## src/rtl/hevc_interp_pkg.sv

```systemverilog
// Shared constants, FSM state encoding and window helper for the HEVC luma
// sub-pixel interpolation path (pixel window feeder and the 8-tap FIR stages).
// No ports: package only.
package hevc_interp_pkg;

  localparam int PIX_W      = 8;
  localparam int NUM_TAPS   = 8;
  localparam int CENTER_TAP = 3;
  // Taps to the right of the centre: a window for x needs pixel x+4 first.
  localparam int LOOKAHEAD  = NUM_TAPS - CENTER_TAP - 1;
  localparam int WIN_W      = NUM_TAPS * PIX_W;

  typedef enum logic [1:0] {
    IDLE   = 2'd0,
    PRIME  = 2'd1,
    STREAM = 2'd2,
    FLUSH  = 2'd3
  } win_state_t;

  // Drop tap 0, move every tap one byte down, new pixel becomes tap 7.
  function automatic logic [WIN_W-1:0] shift_window(input logic [WIN_W-1:0] win,
                                                    input logic [PIX_W-1:0] pix);
    return {pix, win[WIN_W-1:PIX_W]};
  endfunction

endpackage

```

## src/rtl/hevc_pixel_window_if.sv

```systemverilog
// Handshake bundle between a raster pixel source/window sink and
// hevc_pixel_window.
//   in_pixel/in_valid/in_ready          : raster pixel stream into the block
//   out_window/out_x/out_last/out_valid : 8-tap window stream out of the block
//   out_ready                           : downstream accepts the window
// master = the side feeding pixels and taking windows; slave = the block.
interface hevc_pixel_window_if #(
  parameter int ROW_WIDTH = 64,
  parameter int PIX_W     = 8
) ();

  logic [PIX_W-1:0]                             in_pixel;
  logic                                         in_valid;
  logic                                         in_ready;
  logic [hevc_interp_pkg::NUM_TAPS*PIX_W-1:0]   out_window;
  logic [$clog2(ROW_WIDTH)-1:0]                 out_x;
  logic                                         out_last;
  logic                                         out_valid;
  logic                                         out_ready;

  modport master (
    output in_pixel, in_valid, out_ready,
    input  in_ready, out_window, out_x, out_last, out_valid
  );

  modport slave (
    input  in_pixel, in_valid, out_ready,
    output in_ready, out_window, out_x, out_last, out_valid
  );

endinterface

```

## src/rtl/hevc_pixel_window_shift_reg.sv

```systemverilog
// pixel_shift_reg: 8-byte tap register feeding the window output.
// Ports:
//   clock, reset : rising-edge clock, async active-high reset (clears to 0)
//   preload      : fill all eight bytes with pixel (first pixel of a row)
//   shift        : shift one byte toward tap 0 and load pixel into tap 7
//   pixel        : byte to preload or shift in
//   window       : flattened taps, byte k = tap k
module pixel_shift_reg
  import hevc_interp_pkg::*;
(
  input  logic             clock,
  input  logic             reset,
  input  logic             preload,
  input  logic             shift,
  input  logic [PIX_W-1:0] pixel,
  output logic [WIN_W-1:0] window
);

  // Preload wins over shift; the top never asserts both in one cycle.
  always_ff @(posedge clock or posedge reset) begin
    if (reset) begin
      window <= '0;
    end else if (preload) begin
      window <= {NUM_TAPS{pixel}};
    end else if (shift) begin
      window <= shift_window(window, pixel);
    end
  end

endmodule

```

## src/rtl/hevc_pixel_window.sv

```systemverilog
// hevc_pixel_window: turns a raster luma row into one 8-tap window per
// integer position x, with edge pixels replicated at both row ends.
// Ports:
//   clock, reset : rising-edge clock, async active-high reset
//   bus (slave)  : in_pixel/in_valid/in_ready pixel input,
//                  out_window/out_x/out_last/out_valid/out_ready window output
// Byte k of out_window holds pixel x-3+k, clamped to the row.
module hevc_pixel_window #(
  parameter int ROW_WIDTH = 64,
  parameter int PIX_W     = 8
) (
  input  logic                clock,
  input  logic                reset,
  hevc_pixel_window_if.slave  bus
);

  import hevc_interp_pkg::*;

  localparam int XW = $clog2(ROW_WIDTH);
  localparam int NW = $clog2(ROW_WIDTH + 1);

  win_state_t       state;
  logic [NW-1:0]    n;
  logic [2:0]       f;
  logic [WIN_W-1:0] win;
  logic [WIN_W-1:0] next_win;
  logic [PIX_W-1:0] shift_pixel;
  logic             can_load;
  logic             in_fire;
  logic             preload;
  logic             shift;
  logic             stream_load;
  logic             flush_load;

  // The output register may be overwritten when empty or being drained.
  assign can_load = !bus.out_valid || bus.out_ready;

  // PRIME never loads the output, so it accepts regardless of backpressure.
  always_comb begin
    bus.in_ready = 1'b0;
    if (!reset) begin
      case (state)
        IDLE, PRIME: bus.in_ready = 1'b1;
        STREAM:      bus.in_ready = can_load;
        default:     bus.in_ready = 1'b0;
      endcase
    end
  end

  assign in_fire     = bus.in_valid && bus.in_ready;
  assign preload     = in_fire && (state == IDLE);
  assign stream_load = in_fire && (state == STREAM);
  assign flush_load  = (state == FLUSH) && can_load;
  assign shift       = (in_fire && (state != IDLE)) || flush_load;

  // While flushing, re-shift the last pixel of the row to pad the right edge.
  assign shift_pixel = flush_load ? win[WIN_W-1 -: PIX_W] : bus.in_pixel;
  assign next_win    = shift_window(win, shift_pixel);

  pixel_shift_reg u_shift_reg (
    .clock   (clock),
    .reset   (reset),
    .preload (preload),
    .shift   (shift),
    .pixel   (shift_pixel),
    .window  (win)
  );

  // Row sequencing: n counts accepted pixels, f counts right-edge pad windows.
  always_ff @(posedge clock or posedge reset) begin
    if (reset) begin
      state <= IDLE;
      n     <= '0;
      f     <= '0;
    end else begin
      case (state)
        IDLE: begin
          if (in_fire) begin
            n     <= NW'(1);
            state <= PRIME;
          end
        end
        PRIME: begin
          if (in_fire) begin
            n <= n + 1'b1;
            if (n == NW'(LOOKAHEAD - 1)) state <= STREAM;
          end
        end
        STREAM: begin
          if (in_fire) begin
            n <= n + 1'b1;
            if (n == NW'(ROW_WIDTH - 1)) begin
              f     <= '0;
              state <= FLUSH;
            end
          end
        end
        FLUSH: begin
          if (can_load) begin
            f <= f + 1'b1;
            if (f == 3'(LOOKAHEAD - 1)) state <= IDLE;
          end
        end
        default: state <= IDLE;
      endcase
    end
  end

  // Output stage captures the post-shift window so x lags the newest pixel
  // by LOOKAHEAD.
  always_ff @(posedge clock or posedge reset) begin
    if (reset) begin
      bus.out_window <= '0;
      bus.out_x      <= '0;
      bus.out_last   <= 1'b0;
      bus.out_valid  <= 1'b0;
    end else if (stream_load) begin
      bus.out_window <= next_win;
      bus.out_x      <= XW'(n - NW'(LOOKAHEAD));
      bus.out_last   <= 1'b0;
      bus.out_valid  <= 1'b1;
    end else if (flush_load) begin
      bus.out_window <= next_win;
      bus.out_x      <= XW'(ROW_WIDTH - LOOKAHEAD) + XW'(f);
      bus.out_last   <= (f == 3'(LOOKAHEAD - 1));
      bus.out_valid  <= 1'b1;
    end else if (bus.out_ready) begin
      bus.out_valid  <= 1'b0;
    end
  end

endmodule

```

## src/flat_wrapper.sv

```systemverilog
// flat-port wrapper written by rule: the top's interface ports become plain ports
module hevc_pixel_window_flat import hevc_interp_pkg::*;
#(
  parameter int ROW_WIDTH = 64,
  parameter int PIX_W     = 8
)
  (clock, reset, bus_in_pixel, bus_in_valid, bus_out_ready, bus_in_ready, bus_out_window, bus_out_x, bus_out_last, bus_out_valid);
  hevc_pixel_window_if #(.ROW_WIDTH(ROW_WIDTH), .PIX_W(PIX_W)) bus_i ();
  input  logic clock;
  input  logic reset;
  input wire logic [$bits(bus_i.in_pixel)-1:0] bus_in_pixel;
  input wire logic [$bits(bus_i.in_valid)-1:0] bus_in_valid;
  input wire logic [$bits(bus_i.out_ready)-1:0] bus_out_ready;
  output wire logic [$bits(bus_i.in_ready)-1:0] bus_in_ready;
  output wire logic [$bits(bus_i.out_window)-1:0] bus_out_window;
  output wire logic [$bits(bus_i.out_x)-1:0] bus_out_x;
  output wire logic [$bits(bus_i.out_last)-1:0] bus_out_last;
  output wire logic [$bits(bus_i.out_valid)-1:0] bus_out_valid;
  assign bus_i.in_pixel = bus_in_pixel;
  assign bus_i.in_valid = bus_in_valid;
  assign bus_i.out_ready = bus_out_ready;
  assign bus_in_ready = bus_i.in_ready;
  assign bus_out_window = bus_i.out_window;
  assign bus_out_x = bus_i.out_x;
  assign bus_out_last = bus_i.out_last;
  assign bus_out_valid = bus_i.out_valid;
  hevc_pixel_window #(.ROW_WIDTH(ROW_WIDTH), .PIX_W(PIX_W)) u_core (.clock(clock), .reset(reset), .bus(bus_i));
endmodule
```

## config.mk

```make
export PLATFORM = sky130hd
export DESIGN_NAME = hevc_pixel_window_flat
export DESIGN_NICKNAME = d
export VERILOG_FILES = /design/src/rtl/hevc_interp_pkg.sv /design/src/rtl/hevc_pixel_window_if.sv /design/src/rtl/hevc_pixel_window_shift_reg.sv /design/src/rtl/hevc_pixel_window.sv /design/src/flat_wrapper.sv
export SDC_FILE = /design/constraint.sdc
export NUM_CORES = 1
export LEC_CHECK = 0
export ABC_AREA = 0
export BUFFER_PORTS_ARGS = -buffer_cell sky130_fd_sc_hd__buf_2
export CORE_MARGIN = 5
export CORE_UTILIZATION = 55
export CTS_CLUSTER_SIZE = 25
export DETAILED_ROUTE_END_ITERATION = 16
export PLACE_DENSITY = 0.76
export SYNTH_ARGS = -nofsm -noshare
export SYNTH_HDL_FRONTEND = slang
export SYNTH_HIERARCHICAL = 1
export SYNTH_SLANG_ARGS = --single-unit
```

## constraint.sdc

```tcl
create_clock -name clock -period 6 [get_ports clock]
set_clock_uncertainty 0.15 [all_clocks]
set_input_delay 0.3 -clock clock [delete_from_list [all_inputs] [get_ports clock]]
set_output_delay 0.3 -clock clock [all_outputs]
set_load 0.01 [all_outputs]
```

Yosys cells after proc, flatten, opt, wreduce, memory -nomap -nowiden
Index checks and enable logic that the tools add are counted.
- register bits: 148
- bits of input ports: 12
- output and inout port bits: 73
- logic and storage cells: 75
- add/sub/neg operators: 4
- equal/unequal tests: 14
- multiplexer cells: 29
- reductions and logical operators: 20
- operators with widths (cell ; number):
    $mux 64 ; 4
    $mux 2 ; 7
    $mux 7 ; 2
    $pmux 7 s2 ; 1
    $mux 6 ; 2
    $ne 2x1->1 const B ; 6
    $reduce_bool 2->1 ; 5
    $mux 3 ; 3
    $mux 8 ; 1
    $pmux 2 s4 ; 1
    $add 7x1->7 const B ; 1
    $eq 7x2->1 const B ; 1
    $eq 7x6->1 const B ; 1
    $reduce_and 7->1 ; 1
    $mux 1 ; 6
    $pmux 3 s2 ; 1
    $sub 6x3->6 const B ; 1
    $add 3x4->5 const A ; 1
    $logic_and 1x1->1 ; 5
    $eq 2x2->1 const B ; 2
    $ne 2x2->1 const B ; 2
    $reduce_and 4->1 ; 1
    $reduce_or 2->1 ; 2
    $add 3x1->3 const B ; 1
    other kinds (8) ; 9

Logic depth before layout (Yosys ltp)
- word-level depth: 9
- depth in mapped cells: 10
- gate-level depth less buffers: 6

Modules after synthesis
The synthesis kept the hierarchy.
- by module, submodules not included (module ; times used ; cells each ; area each (µm²) ; sequential area each (µm²)):
    hevc_pixel_window ; 1 ; 268 ; 3986.3 ; 2102.0
    pixel_shift_reg ; 1 ; 198 ; 3160.5 ; 1601.5

Worst setup path before layout
OpenSTA, ideal clock, no wires.
- path kind: register -> register
- from: register u_core.state[0]
- to: register u_core.u_shift_reg.window[0]
- library setup time: 0.125 ns
- arrival: 2.330 ns
- required time: 5.725 ns
- setup slack: 3.396 ns
- stages on the path, launching flop included: 11
- path through: dfrtp_1 -> inv_1 -> ha_1 -> buf_2 -> a211oi_4 -> clkbuf_1 -> o31ai_1 -> buf_6 -> buf_6 -> mux2_4 -> mux2_2
- word-level cells in the longest chain between the ends: 8
- RTL lines (item ; RTL line ; RTL):
    start, declared ; hevc_pixel_window.sv:22 ; win_state_t state;
    start signal, assigned ; hevc_pixel_window.sv:72 ; state <= IDLE;
    start signal, assigned ; hevc_pixel_window.sv:80 ; state <= PRIME;
    start signal, assigned ; hevc_pixel_window.sv:86 ; if (n == NW'(LOOKAHEAD - 1)) state <= STREAM;
    $eq 2x1->1 or $logic_not 2->1 (tied branches) ; hevc_pixel_window.sv:42 ; case (state)
    $reduce_or 2->1 ; hevc_pixel_window.sv:42 ;
    $pmux 1 s2 ; hevc_pixel_window.sv:42 ;
    $mux 1 ; hevc_pixel_window.sv:41 ; if (!reset) begin
    $logic_and 1x1->1 ; hevc_pixel_window.sv:50 ; assign in_fire = bus.in_valid && bus.in_ready;
    $logic_and 1x1->1 ; hevc_pixel_window.sv:54 ; assign shift = (in_fire && (state != IDLE)) || flush_load;
    $logic_or 1x1->1 * ; hevc_pixel_window.sv:54 ;
    net u_core.shift ; hevc_pixel_window.sv:31 ; logic shift;
    $reduce_bool 2->1 (no source line) * ; -- ;
    end signal, assigned ; hevc_pixel_window_shift_reg.sv:24 ; window <= {NUM_TAPS{pixel}};
    end signal, assigned ; hevc_pixel_window_shift_reg.sv:26 ; window <= shift_window(window, pixel);
    end, declared ; hevc_pixel_window_shift_reg.sv:16 ; output logic [WIN_W-1:0] window
The timed path passes the listed nets; every way through them passes the cells marked *.
A chain may end at the register's enable or synchronous reset.

Worst setup path in the final report
- from: register u_core.state[1]
- to: register u_core.bus.out_window[37]
- word-level cells in the longest chain between the ends: 7
- RTL lines (item ; RTL line ; RTL):
    $eq 2x1->1 or $logic_not 2->1 (tied branches) ; hevc_pixel_window.sv:42 ;
    $reduce_or 2->1 ; hevc_pixel_window.sv:42 ;
    $pmux 1 s2 ; hevc_pixel_window.sv:42 ;
    $mux 1 ; hevc_pixel_window.sv:41 ;
    $logic_and 1x1->1 ; hevc_pixel_window.sv:50 ;
    $logic_and 1x1->1 ; hevc_pixel_window.sv:52 ; assign stream_load = in_fire && (state == STREAM);
    $mux 64 or $reduce_bool 2->1 (tied branches) ; -- ;
    end signal, assigned ; hevc_pixel_window.sv:118 ; bus.out_window <= next_win;
    end signal, assigned ; hevc_pixel_window.sv:123 ; bus.out_window <= next_win;
    end, declared ; hevc_pixel_window_if.sv:28 ; output in_ready, out_window, out_x, out_last, out_valid
Parallel ways exist; a longest one is shown, timed or not.

==> impl_metrics.ini <==
[status]
status = complete, no violations

[clock_network]
clk_latency_ns = 0.42
clock_tree.htree_level_count = 4
clock_tree.root_cell = sky130_fd_sc_hd__clkbuf_16
cts.clk_slew.worst_paths_ns = 0.06
post_cts_buffers = 0
cts.path.max_buffers = 2
clock_sinks = 140
numCtsBuffers = 17
post_cts_hold_buffer_count = 1
cts_tree = yes
post_cts.resized_instances = 0

[detailed_routing]
routed_wire_length_per_instance_um = 19.5
finalWirelength_mm = 13.4
wirelength_met1_mm = 6.06
num_vias = 3864
drt_iter0_drc = 210
met2WireLength_mm = 6.55
drtAntennaViolNets = 0
drt_drc_violations_left = 0
met3_wirelength_um = 498
dr.pass1.iters = 4
vias_per_cell = 5.64
top_layer = met4

[place]
dp.final_hpwl_mm = 8.55
place.gp.congestion = 0.925
place.port_buffers = 84
dp_worst_setup_slack_ns = 2.80

[pwr]
p_per_area_nw_per_um2 = 686
power_leakage_nw = 3.69
vdd_ir_drop_max_mv = 0.332

[worst_setup_path]
end_kind = flip-flop
cp_slowest_stage_delay_ns = 0.70
timing.critical_path.buf_inv = 0
startpoint = u_core/state[1]
critPathMaxFanout = 64
critical_path.top_delay_family = simple AND/OR/NAND/NOR gates
cp_slowest_cell = sky130_fd_sc_hd__or3b_1
critPathArrivalTime_ns = 3.39
cp-start-kind = flip-flop
critical_path_required_ns = 6.15
worst-setup-path-type = reg -> reg
crit_chain = ha_1, nor2_1, nand2_1, or3b_1, nand2_8, mux2_2
critical_path.reg2reg.startpoint = u_core/state[1]

[timing]
unrepaired_setup_endpoints_after_global_routing = false
fin_crit_ns = 3.24
post-route-worst-setup-slack_ns = 2.76
drv_slew = 0
final_min_period_over_clock_period = 0.539
worst_hold_margin_ns = 0.161
timing.final.hold_violations = 0
tightestPinTransition_ns = 1.07
setup_tns_ns = 0
worst_slew_margin_rel = 0.284
achievable_freq_ghz = 0.309
final-setup-viol-count = 0

[job]
maxCapViolations = 0

[floorplan]
row_count = 40
initial_core_util = 0.561
die_area_um2 = 14600
boundaryPins = 85
die_w_um = 121
fp.dieH_um = 121
placeableCoreArea_um2 = 12000

[hold_path]
worst_hold_path_type = in -> reg
hold_path.startpoint = bus_out_ready

[logic_synthesis]
postSynthCellCount = 442
post_synth.cell_area_avg_um2 = 15.2
syn-num-nets = 464
count_of_yosys_warnings_during_synthesis = 6
post_synth_instance_area_um2 = 6740

[global_routing]
gr-usage-all-layers = 0.195
number_of_global_route_vias_before_repair = 4029
global_route_wire_length_before_repair_mm = 22.1
grt_remaining_overflow = 0
grt_max_degree = 85
antenna_violations_before_repair = 0

[finish]
design.final.nets = 547
syn_to_final_growth_pct = 16.9
layout-drive-gt1-share = 0.567
diodes = 0
-- layout by cell type, fill, tap and decap left out, types with 2 or more instances in the layout --
cell	count
sky130_fd_sc_hd__a21o_1	2
sky130_fd_sc_hd__a21oi_1	7
sky130_fd_sc_hd__a22o_1	2
sky130_fd_sc_hd__a32oi_1	2
sky130_fd_sc_hd__and3_1	2
sky130_fd_sc_hd__buf_2	84
sky130_fd_sc_hd__buf_4	4
sky130_fd_sc_hd__bufinv_16	6
sky130_fd_sc_hd__clkbuf_16	17
sky130_fd_sc_hd__clkbuf_8	3
sky130_fd_sc_hd__clkinv_2	3
sky130_fd_sc_hd__clkinvlp_4	3
sky130_fd_sc_hd__dfrtp_1	140
sky130_fd_sc_hd__ha_1	10
sky130_fd_sc_hd__inv_1	6
sky130_fd_sc_hd__mux2_2	94
sky130_fd_sc_hd__mux2_4	82
sky130_fd_sc_hd__mux2i_1	5
sky130_fd_sc_hd__nand2_1	7
sky130_fd_sc_hd__nand3_1	5
sky130_fd_sc_hd__nor2_1	11
sky130_fd_sc_hd__nor2b_1	2
sky130_fd_sc_hd__nor3_1	3
sky130_fd_sc_hd__nor4_1	3
sky130_fd_sc_hd__o31ai_1	2
sky130_fd_sc_hd__or3_1	2
sky130_fd_sc_hd__xnor2_1	4
-- registers in the layout, indices dropped and copies added (netlist names) --
name	cells
u_core/bus.out_valid	1
u_core/bus.out_x	6
u_core/f	3
u_core/bus.out_last	1
u_core/bus.out_window	64
u_core/state	2
u_core/u_shift_reg/window	56
u_core/n	7
-- area by class of cell --
| cell class | count | area [um2] |
|---|---|---|
| Inverter | 8 | 31.3 |
| Sequential cell | 140 | 3500 |
| Multi-Input combinational cell | 269 | 3010 |
| Clock buffer | 21 | 470 |
| Timing Repair Buffer | 89 | 460 |
| Fill cell | 814 | 4140 |
| Tap cell | 147 | 184 |
| Clock inverter | 11 | 213 |
-- worst min-delay path: cells and delay by family --
| kind | cells | cell delay (ns) |
|---|---|---|
| buf+inv | 1 | 0.09 |
| simple gates | 2 | 0.27 |
-- routing by layer --
metal,global-route usage,vias to the layer above
li1,-,1767
met1,0.263,1991
met2,0.307,82
met3,0.0458,24
met4,0.0729,0
met5,0,-
-- stage by stage --
| stage | std cells | instance area, um2 | power, mW | utilization |
|---|---|---|---|---|
| after floorplan | 442 | 6740 | 3.67 | - |
| after global placement | 652 | 7180 | 4.13 | 0.598 |
| after detailed placement | 652 | 7180 | 4.22 | 0.598 |
| after CTS | 685 | 7870 | 5.45 | 0.656 |
| after global routing | 685 | 7870 | 5.71 | 0.656 |
| final | 685 | 7870 | 5.40 | 0.656 |
-- final timing paths --
kind,end,slack [ns],depth (start not counted)
worst max-delay path,u_core/bus.out_window[37],2.76,6
max in group asynchronous,u_core/bus.out_window[12],4.32,4
worst min register to register,u_core/bus.out_window[37],0.35,1
worst min-delay path,u_core/bus.out_valid,0.16,3
worst max register to register,u_core/bus.out_window[37],2.76,6
min in group asynchronous,u_core/u_shift_reg/window[63],0.55,4
-- power breakdown --
group	internal (mW)	switching (mW)	total, mW
sequential	1.44	0.351	1.79
combinational	1.42	0.999	2.42
clock	0.811	0.385	1.20
total	3.67	1.74	5.40
(Power assumes the default switching activity.)
